--- src/rtl/tx_flit_arbiter_pkg.sv ---
// tx_flit_arbiter_pkg: flit format, arbiter state and source encodings shared by the TX arbiter
package tx_flit_arbiter_pkg;
  localparam int FLIT_W = 34;
  typedef struct packed {
    logic                head;
    logic                tail;
    logic [FLIT_W-3:0]   data;
  } flit_t;
  typedef enum logic {IDLE, LOCK_FWD} tx_arb_state_t;
  typedef enum logic [1:0] {SRC_ACK, SRC_RETX, SRC_FWD, SRC_NONE} tx_src_t;
  function automatic logic is_tail_flit(flit_t f);
    return f.tail;
  endfunction
endpackage

--- src/rtl/tx_flit_arbiter_starve_counter.sv ---
// starve_counter: saturating wait counter; starved once it has reached the limit
module starve_counter #(
  parameter int LIMIT = 16,
  parameter int W = $clog2(LIMIT + 1)
) (
  input  logic clk,
  input  logic rst,
  input  logic inc,
  input  logic clr,
  output logic starved
);
  logic [W-1:0] cnt;
  always_ff @(posedge clk)
    if (rst || clr) cnt <= '0;
    else if (inc && cnt != W'(LIMIT)) cnt <= cnt + 1'b1;
  assign starved = cnt == W'(LIMIT);
endmodule

--- src/rtl/tx_flit_arbiter.sv ---
// tx_flit_arbiter: shares the inter-device TX port between ACK, retransmit and forwarded flit queues
module tx_flit_arbiter
  import tx_flit_arbiter_pkg::*;
#(
  parameter int STARVE_LIMIT = 16,
  localparam int CNT_W = $clog2(STARVE_LIMIT + 1)
) (
  input  logic  nocclk,
  input  logic  rst,
  input  flit_t ack_flit,
  input  logic  ack_flit_valid,
  output logic  ack_flit_ready,
  input  flit_t retx_flit,
  input  logic  retx_flit_valid,
  output logic  retx_flit_ready,
  input  flit_t fwd_flit,
  input  logic  fwd_flit_valid,
  output logic  fwd_flit_ready,
  output flit_t flit_out,
  output logic  flit_out_valid,
  input  logic  flit_out_ready,
  output logic  fwd_locked,
  output logic  starve_pulse
);
  tx_arb_state_t state;
  tx_src_t dflt, pick, sel;
  flit_t granted;
  logic load, retx_st, fwd_st;
  assign load = !flit_out_valid || flit_out_ready;
  // Starved sources preempt the default order only in IDLE; a locked packet is never interrupted.
  always_comb begin
    dflt = ack_flit_valid ? SRC_ACK : retx_flit_valid ? SRC_RETX : fwd_flit_valid ? SRC_FWD : SRC_NONE;
    pick = state == LOCK_FWD ? (fwd_flit_valid ? SRC_FWD : SRC_NONE) :
           (retx_st && retx_flit_valid) ? SRC_RETX :
           (fwd_st && fwd_flit_valid) ? SRC_FWD : dflt;
    sel = load ? pick : SRC_NONE;
    granted = sel == SRC_ACK ? ack_flit : sel == SRC_RETX ? retx_flit : fwd_flit;
  end
  assign ack_flit_ready  = sel == SRC_ACK;
  assign retx_flit_ready = sel == SRC_RETX;
  assign fwd_flit_ready  = sel == SRC_FWD;
  assign fwd_locked      = state == LOCK_FWD;
  always_ff @(posedge nocclk)
    if (rst) begin
      flit_out       <= '0;
      flit_out_valid <= 1'b0;
      state          <= IDLE;
      starve_pulse   <= 1'b0;
    end else begin
      starve_pulse <= sel != SRC_NONE && state == IDLE && sel != dflt;
      if (load) flit_out_valid <= sel != SRC_NONE;
      if (sel != SRC_NONE) flit_out <= granted;
      if (sel == SRC_FWD) state <= is_tail_flit(fwd_flit) ? IDLE : LOCK_FWD;
    end
  starve_counter #(.LIMIT(STARVE_LIMIT), .W(CNT_W)) u_retx (
    .clk(nocclk), .rst(rst),
    .inc(retx_flit_valid && !retx_flit_ready),
    .clr(!retx_flit_valid || retx_flit_ready),
    .starved(retx_st)
  );
  starve_counter #(.LIMIT(STARVE_LIMIT), .W(CNT_W)) u_fwd (
    .clk(nocclk), .rst(rst),
    .inc(fwd_flit_valid && !fwd_flit_ready),
    .clr(!fwd_flit_valid || fwd_flit_ready),
    .starved(fwd_st)
  );
endmodule
--- config.mk ---
export PLATFORM = sky130hd
export DESIGN_NAME = tx_flit_arbiter
export DESIGN_NICKNAME = d
export VERILOG_FILES = /design/src/rtl/tx_flit_arbiter_pkg.sv /design/src/rtl/tx_flit_arbiter_starve_counter.sv /design/src/rtl/tx_flit_arbiter.sv
export SDC_FILE = /design/constraint.sdc
export NUM_CORES = 1
export LEC_CHECK = 0
export ABC_AREA = 0
export CAP_MARGIN = 40
export CORE_MARGIN = 2
export CORE_UTILIZATION = 40
export DETAILED_ROUTE_END_ITERATION = 8
export GPL_TIMING_DRIVEN = 1
export PLACE_DENSITY_LB_ADDON = 0.2
export SYNTH_ARGS = -nofsm -noshare
export SYNTH_HDL_FRONTEND = slang
export SYNTH_SLANG_ARGS = --single-unit
--- constraint.sdc ---
create_clock -name nocclk -period 2.7 [get_ports nocclk]
set_clock_uncertainty 0.05 [all_clocks]
set_input_delay 0.54 -clock nocclk [delete_from_list [all_inputs] [get_ports nocclk]]
set_output_delay 0.54 -clock nocclk [all_outputs]
set_load 0.02 [all_outputs]
== Yosys cells after proc, flatten, opt, wreduce, memory -nomap -nowiden ==
Cells that the tools add are included.
Cells by class
  add/subtract/negate cells: 2
  reductions and logical operators: 19
  bitwise logic cells: 1
  mux-type cells: 10
  eq/ne operators: 8
Operators by type and width (number)
  2-to-1 mux 34 bit: 2
  2-to-1 mux 2 bit: 6
  adder 5 x 1 -> 5 bit (second input constant): 2
  == test 5 bit (second input constant): 2
  != test 5 bit (second input constant): 2
  logical AND 1 bit: 8
  zero test 1 bit: 5
  logical OR 1 bit: 5
  == test 2 x 1 -> 1 bit (second input constant): 1
  == test 2 bit (second input constant): 1
  zero test 2 bit: 1
  2-to-1 mux 1 bit: 2
  != test 2 bit: 1
  != test 2 bit (second input constant): 1
  inverter 1 bit: 1
Storage, ports and cells
  word-level logic and storage cells: 48
  register bits after elaboration: 47
  input bits: 108
  output and inout port bits: 40

== Depth between registers and ports, before layout ==
  word-level depth: 11
  gate-level depth with buffers: 10
  mapped depth without buffers: 7

== Cells and area by module ==
A second synthesis with hierarchy kept.
Unflattened totals
  cells, all modules: 283
  area total of the unflattened synthesis: 2787.7 sq um
By module, submodules not included
  tx_flit_arbiter: area each 2224.6 sq um, sequential area each 740.7 sq um, times used 1, cells each 225
  starve_counter: area each 281.5 sq um, sequential area each 100.1 sq um, times used 2, cells each 29

== Worst setup path after synthesis ==
OpenSTA, ideal clock, no wires.
  path type: register to output
  from: register u_fwd.cnt[0]
  to: output port ack_flit_ready
  cell stages (with the launch flop): 8
  path buffers: 2
  arrival time: 2.022 ns
  path slack: 0.088 ns
  required time: 2.110 ns
  cells stage by stage: dfxtp_1 -> inv_1 -> ha_1 -> and4bb_2 -> a2111o_1 -> clkbuf_1 -> buf_2 -> nor3_1
On the way
  longest elaborated chain between the ends: 7
Ends and longest elaborated chain
  start: declaration: RTL line tx_flit_arbiter_starve_counter.sv:12  | logic [W-1:0] cnt;
  start signal: assignment: RTL line tx_flit_arbiter_starve_counter.sv:15  | else if (inc && cnt != W'(LIMIT)) cnt <= cnt + 1'b1;
  == test 5 bit: RTL line tx_flit_arbiter_starve_counter.sv:16  | assign starved = cnt == W'(LIMIT);
  logical AND 1 bit: RTL line tx_flit_arbiter.sv:35  | (fwd_st && fwd_flit_valid) ? SRC_FWD : dflt;
  2-to-1 mux 2 bit: RTL line tx_flit_arbiter.sv:35
  2-to-1 mux 2 bit: RTL line tx_flit_arbiter.sv:34  | (retx_st && retx_flit_valid) ? SRC_RETX :
  2-to-1 mux 2 bit: RTL line tx_flit_arbiter.sv:33  | pick = state == LOCK_FWD ? (fwd_flit_valid ? SRC_FWD : SRC_NONE) :
  2-to-1 mux 2 bit: RTL line tx_flit_arbiter.sv:36  | sel = load ? pick : SRC_NONE;
  zero test 2 bit: RTL line tx_flit_arbiter.sv:39  | assign ack_flit_ready = sel == SRC_ACK;
  end: declaration: RTL line tx_flit_arbiter.sv:12  | output logic ack_flit_ready,
Every way passes these cells.

== Worst setup path in the final report ==
  from: input port fwd_flit_valid
  to: output port retx_flit_ready
On the way
  longest elaborated chain between the ends: 8
  elaborated cells on any way between the ends: 9
  classes of those cells: eq/ne (1); mux (7); reduce/logical (1)
Ends and longest elaborated chain
  start: declaration: RTL line tx_flit_arbiter.sv:17  | input logic fwd_flit_valid,
  2-to-1 mux 1 bit: RTL line tx_flit_arbiter.sv:32, tx_flit_arbiter.sv:33
  2-to-1 mux 2 bit (2 in series): RTL line tx_flit_arbiter.sv:32  | dflt = ack_flit_valid ? SRC_ACK : retx_flit_valid ? SRC_RETX : fwd_flit_valid ? SRC_FWD : SRC_NONE;
  2-to-1 mux 2 bit: RTL line tx_flit_arbiter.sv:35
  2-to-1 mux 2 bit: RTL line tx_flit_arbiter.sv:34
  2-to-1 mux 2 bit *: RTL line tx_flit_arbiter.sv:33
  2-to-1 mux 2 bit *: RTL line tx_flit_arbiter.sv:36
  == test 2 x 1 -> 1 bit *: RTL line tx_flit_arbiter.sv:40  | assign retx_flit_ready = sel == SRC_RETX;
  end: declaration: RTL line tx_flit_arbiter.sv:15  | output logic retx_flit_ready,
Mark *: on every way between the ends. The rest lies on a longest branch, timed or not.

==> metrics.csv <==
stage,metric,value,unit
run_status,status,completed,
clock_tree,cts.sinks,47,
global_route,grt_antenna_before_repair,0,
timing,finalCriticalPeriod,2.587,ns
cells_and_area,areaGrowthSynthToFinish,64.81,%
worst_setup_path,critPathTopFamily,buffers and inverters,
clock_tree,cts_tree,built,
yosys,synth_area_leaders,"dfxtp_1, a32o_1, o22a_1",
timing,clock.fmax,386.6,MHz
global_route,grt_max_degree,68,
drt,route.vias.total,3244,
placement,place_congestion,0.8945,
yosys,synth_warnings,0,
cells_and_area,fin_nets,599,
clock_tree,postCtsSetupRepairBufs,0,
clock_tree,htree_num_levels,2,
drt,drcViolationCount,0,
drt,post_drt_via_cell_ratio,5.711,
yosys,synth_nets,441,
drt,routed_wirelength,9477,µm
timing,post-route-period-util,95.81,%
cells_and_area,final_cell_mix,"clkdlybuf4s50_1, nor2_1, dfxtp_1",
yosys,yosys.area_share.simple,12.91,%
cells_and_area,fillCellCount,574,
yosys,seq_area_frac_synth,33.71,%
clock_tree,clk_path_buf_depth,2,
floorplanning,std_cell_rows,30,
clock_tree,cts_hold_buf,0,
timing,worst_hold_slack,0.4226,ns
global_route,grt_pass1_vias,2971,
global_route,track_usage,24.28,%
min_path,hold_class,reg2reg,
cells_and_area,diodes,0,
worst_setup_path,critPathBufInv,4,
yosys,synth_top_family_by_area,compound AO/OA/AOI/OAI gates,
placement,place_hpwl,6712,µm
cells_and_area,stdcell_area,0.004601,mm²
yosys,synth_compound_area_share,40.92,%
worst_setup_path,max_stage_delay,0.42,ns
yosys,synthAdderAreaFrac,1.793,%
worst_setup_path,crit_path_top_delay_cell,clkdlybuf4s50_1,
timing,setup_violations,0,
worst_setup_path,cp-start-kind,input pin,
yosys,synth.avg_cell_area,8.485,µm²
power_and_ir_drop,vdd_drop_max,0.2473,mV
clock_tree,clk_latency,0.30,ns
yosys,yosys.area.top_type_share,33.71,%
placement,post_dp_cell_area,0.004479,mm²
worst_setup_path,cp_max_fo,7,
cells_and_area,seq_area,940.9,µm²
yosys,synth.area.mux_share,1.121,%
power_and_ir_drop,p_per_area,479.0,mW/mm²
floorplanning,start_util,41.31,%
yosys,yosys.area_share.xor_xnor,1.883,%
clock_tree,clk_pin_slew,0.09,ns
drt,drtIter0Drc,232,
worst_setup_path,critical_path_class,in2out,
yosys,synth_cell_type_count,44,
clock_tree,cts_root_buf,clkbuf_8,
yosys,synthFlopType,dfxtp_1,
power_and_ir_drop,power,0.002204,W
timing,hold_viol_final,0,
floorplanning,die_w,87.54,µm
yosys,yosys.area.top_type,dfxtp_1,
global_route,grt_pass1_wl,14610,µm
placement,place_ws,-0.4033,ns
worst_setup_path,crit_required,2.11,ns
timing,setup_slack,0.1132,ns
timing,slew_violations,0,
min_path,hp-start,flit_out[27],
power_and_ir_drop,p_leak,1.644,nW
floorplanning,coreArea,0.006756,mm²
yosys,ys_ff_latch,47,
cells_and_area,layout.cells.most_common,clkdlybuf4s50_1,
floorplanning,io_pins,148,
yosys,async_flop_share,0,%
yosys,synthesis.area,0.002791,mm²
flow_run,maxCapViolations,0,
worst_setup_path,rrSetupSlack,0.17,ns
cells_and_area,multi_input_area,0.001669,mm²
drt,ant_nets,0,
floorplanning,die_h,87.54,µm
worst_setup_path,crit_arrival,2.00,ns
timing,max_slew.worst_pin.slew,0.6079,ns
worst_setup_path,reg2reg_depth,11,
floorplanning,fp.dieArea,0.007662,mm²
timing,grt_setup_unrepaired,no,
cells_and_area,drive_gt1_share,12.70,%
drt,avgRoutedWirePerCell,16.68,µm
clock_tree,cts-buffers-inserted,5,
worst_setup_path,r2r-start,u_retx.cnt[0],
worst_setup_path,crit_chain,clkdlybuf4s50_1 > buf_4 > inv_1 > nor2_2 > a2111oi_4 > and2_1 > buf_2,
drt,dr.pass1.iters,4,
worst_setup_path,end_kind,output pin,
placement,numPortBuffers,147,
min_path,whs_endpoint,flit_out[27],
timing,maxSlewHeadroom,59.47,%
yosys,syn_inst,329,
min_path,hold_depth,1,
yosys,synth_edf_count,0,
global_route,globalRouteOverflowTotal,0,
worst_setup_path,reg2reg_to,flit_out[33],
## cell usage after synthesis, types with 2 or more instances
master,instances
nand2_1,4
buf_4,2
dfxtp_1,47
buf_2,9
a21oi_1,40
ha_1,4
inv_1,7
o21ai_0,34
nor3_1,4
buf_6,6
mux2i_1,2
o22a_1,33
xor2_1,4
a32o_1,34
nand3_1,4
nor2b_1,2
and2_1,2
nor2_1,50
xnor2_1,2
o221ai_1,2
clkbuf_1,14
## kinds of logic after synthesis
kind of cell    count (synthesis)
mux                             3
fa+ha+maj                       4
flops                          47
compound gates                153
simple gates                   76
buf+inv                        40
xor+xnor                        6
## where the power goes
| group | total, W | switching (W) | internal (W) |
|---|---|---|---|
| Sequential | 0.000810 | 0.0000377 | 0.000772 |
| Clock | 0.000562 | 0.000257 | 0.000305 |
| Combinational | 0.000832 | 0.000382 | 0.000450 |
| Total | 0.00220 | 0.000677 | 0.00153 |
## worst register-to-register path: stages (launching register included)
cell	delay (ns)
dfxtp_1	0.32
inv_1	0.07
ha_1	0.14
nor4bb_2	0.18
buf_4	0.16
buf_4	0.14
and2_1	0.15
buf_4	0.38
nand3_2	0.14
buf_4	0.24
o22a_1	0.23
a32o_1	0.24
## routing by layer
metal  up-vias  share of wire [%]  routed length (µm)  track usage [%]
met4         0               0.73                  69            4.196
met5         -                  0                   0                0
met1      1546                 43                4038            30.20
li1       1570                  -                   -                -
met3         7                7.2                 681            5.844
met2       121                 49                4687            43.18
## stage by stage
| stage | cells | TNS (ns) | utilization (%) |
|---|---|---|---|
| 3_3_place_gp | 560 | -2.605 | 66.30 |
| 2_1_floorplan | 329 | 0 | - |
| 5_1_grt | 568 | 0 | 68.09 |
| 6_report | 568 | 0 | 68.09 |
| 4_1_cts | 568 | 0 | 68.17 |
| 3_5_place_dp | 560 | -3.355 | 66.30 |
## final cells by class
class                      instances  share of cell area (%)
multi-input combinational        242                   36.28
tap                               80                   2.176
clock inverter                     2                  0.8431
sequential                        47                   20.45
inverter                           8                  0.6527
clock buffer                       6                   1.795
timing repair buffer             183                   37.80
## timing repair
| action | in CTS | in global routing |
|---|---|---|
| pin swaps | 3 | 1 |
| resized for setup | 12 | 4 |
| gates cloned | 0 | 0 |
| endpoints found under the setup margin | 3 | 22 |
## sequential cells by signal (all words and copies together) (netlist names)
register	count
fwd_locked	1
starve_pulse	1
flit_out	34
flit_out_valid	1
u_fwd.cnt	5
u_retx.cnt	5
## worst max-delay path by stage
stage	end	slack, ns	cells after the start	start
floorplan	ack_flit_ready	0.09	7	u_fwd.cnt[0]
global placement	retx_flit_ready	-0.37	6	retx_flit_valid
detailed placement	retx_flit_ready	-0.40	6	retx_flit_valid
CTS	ack_flit_ready	0.02	6	u_fwd.cnt[0]
global route	flit_out[6]	0.02	11	u_retx.cnt[0]
finish	retx_flit_ready	0.11	7	fwd_flit_valid
(Power assumes the default switching activity.)
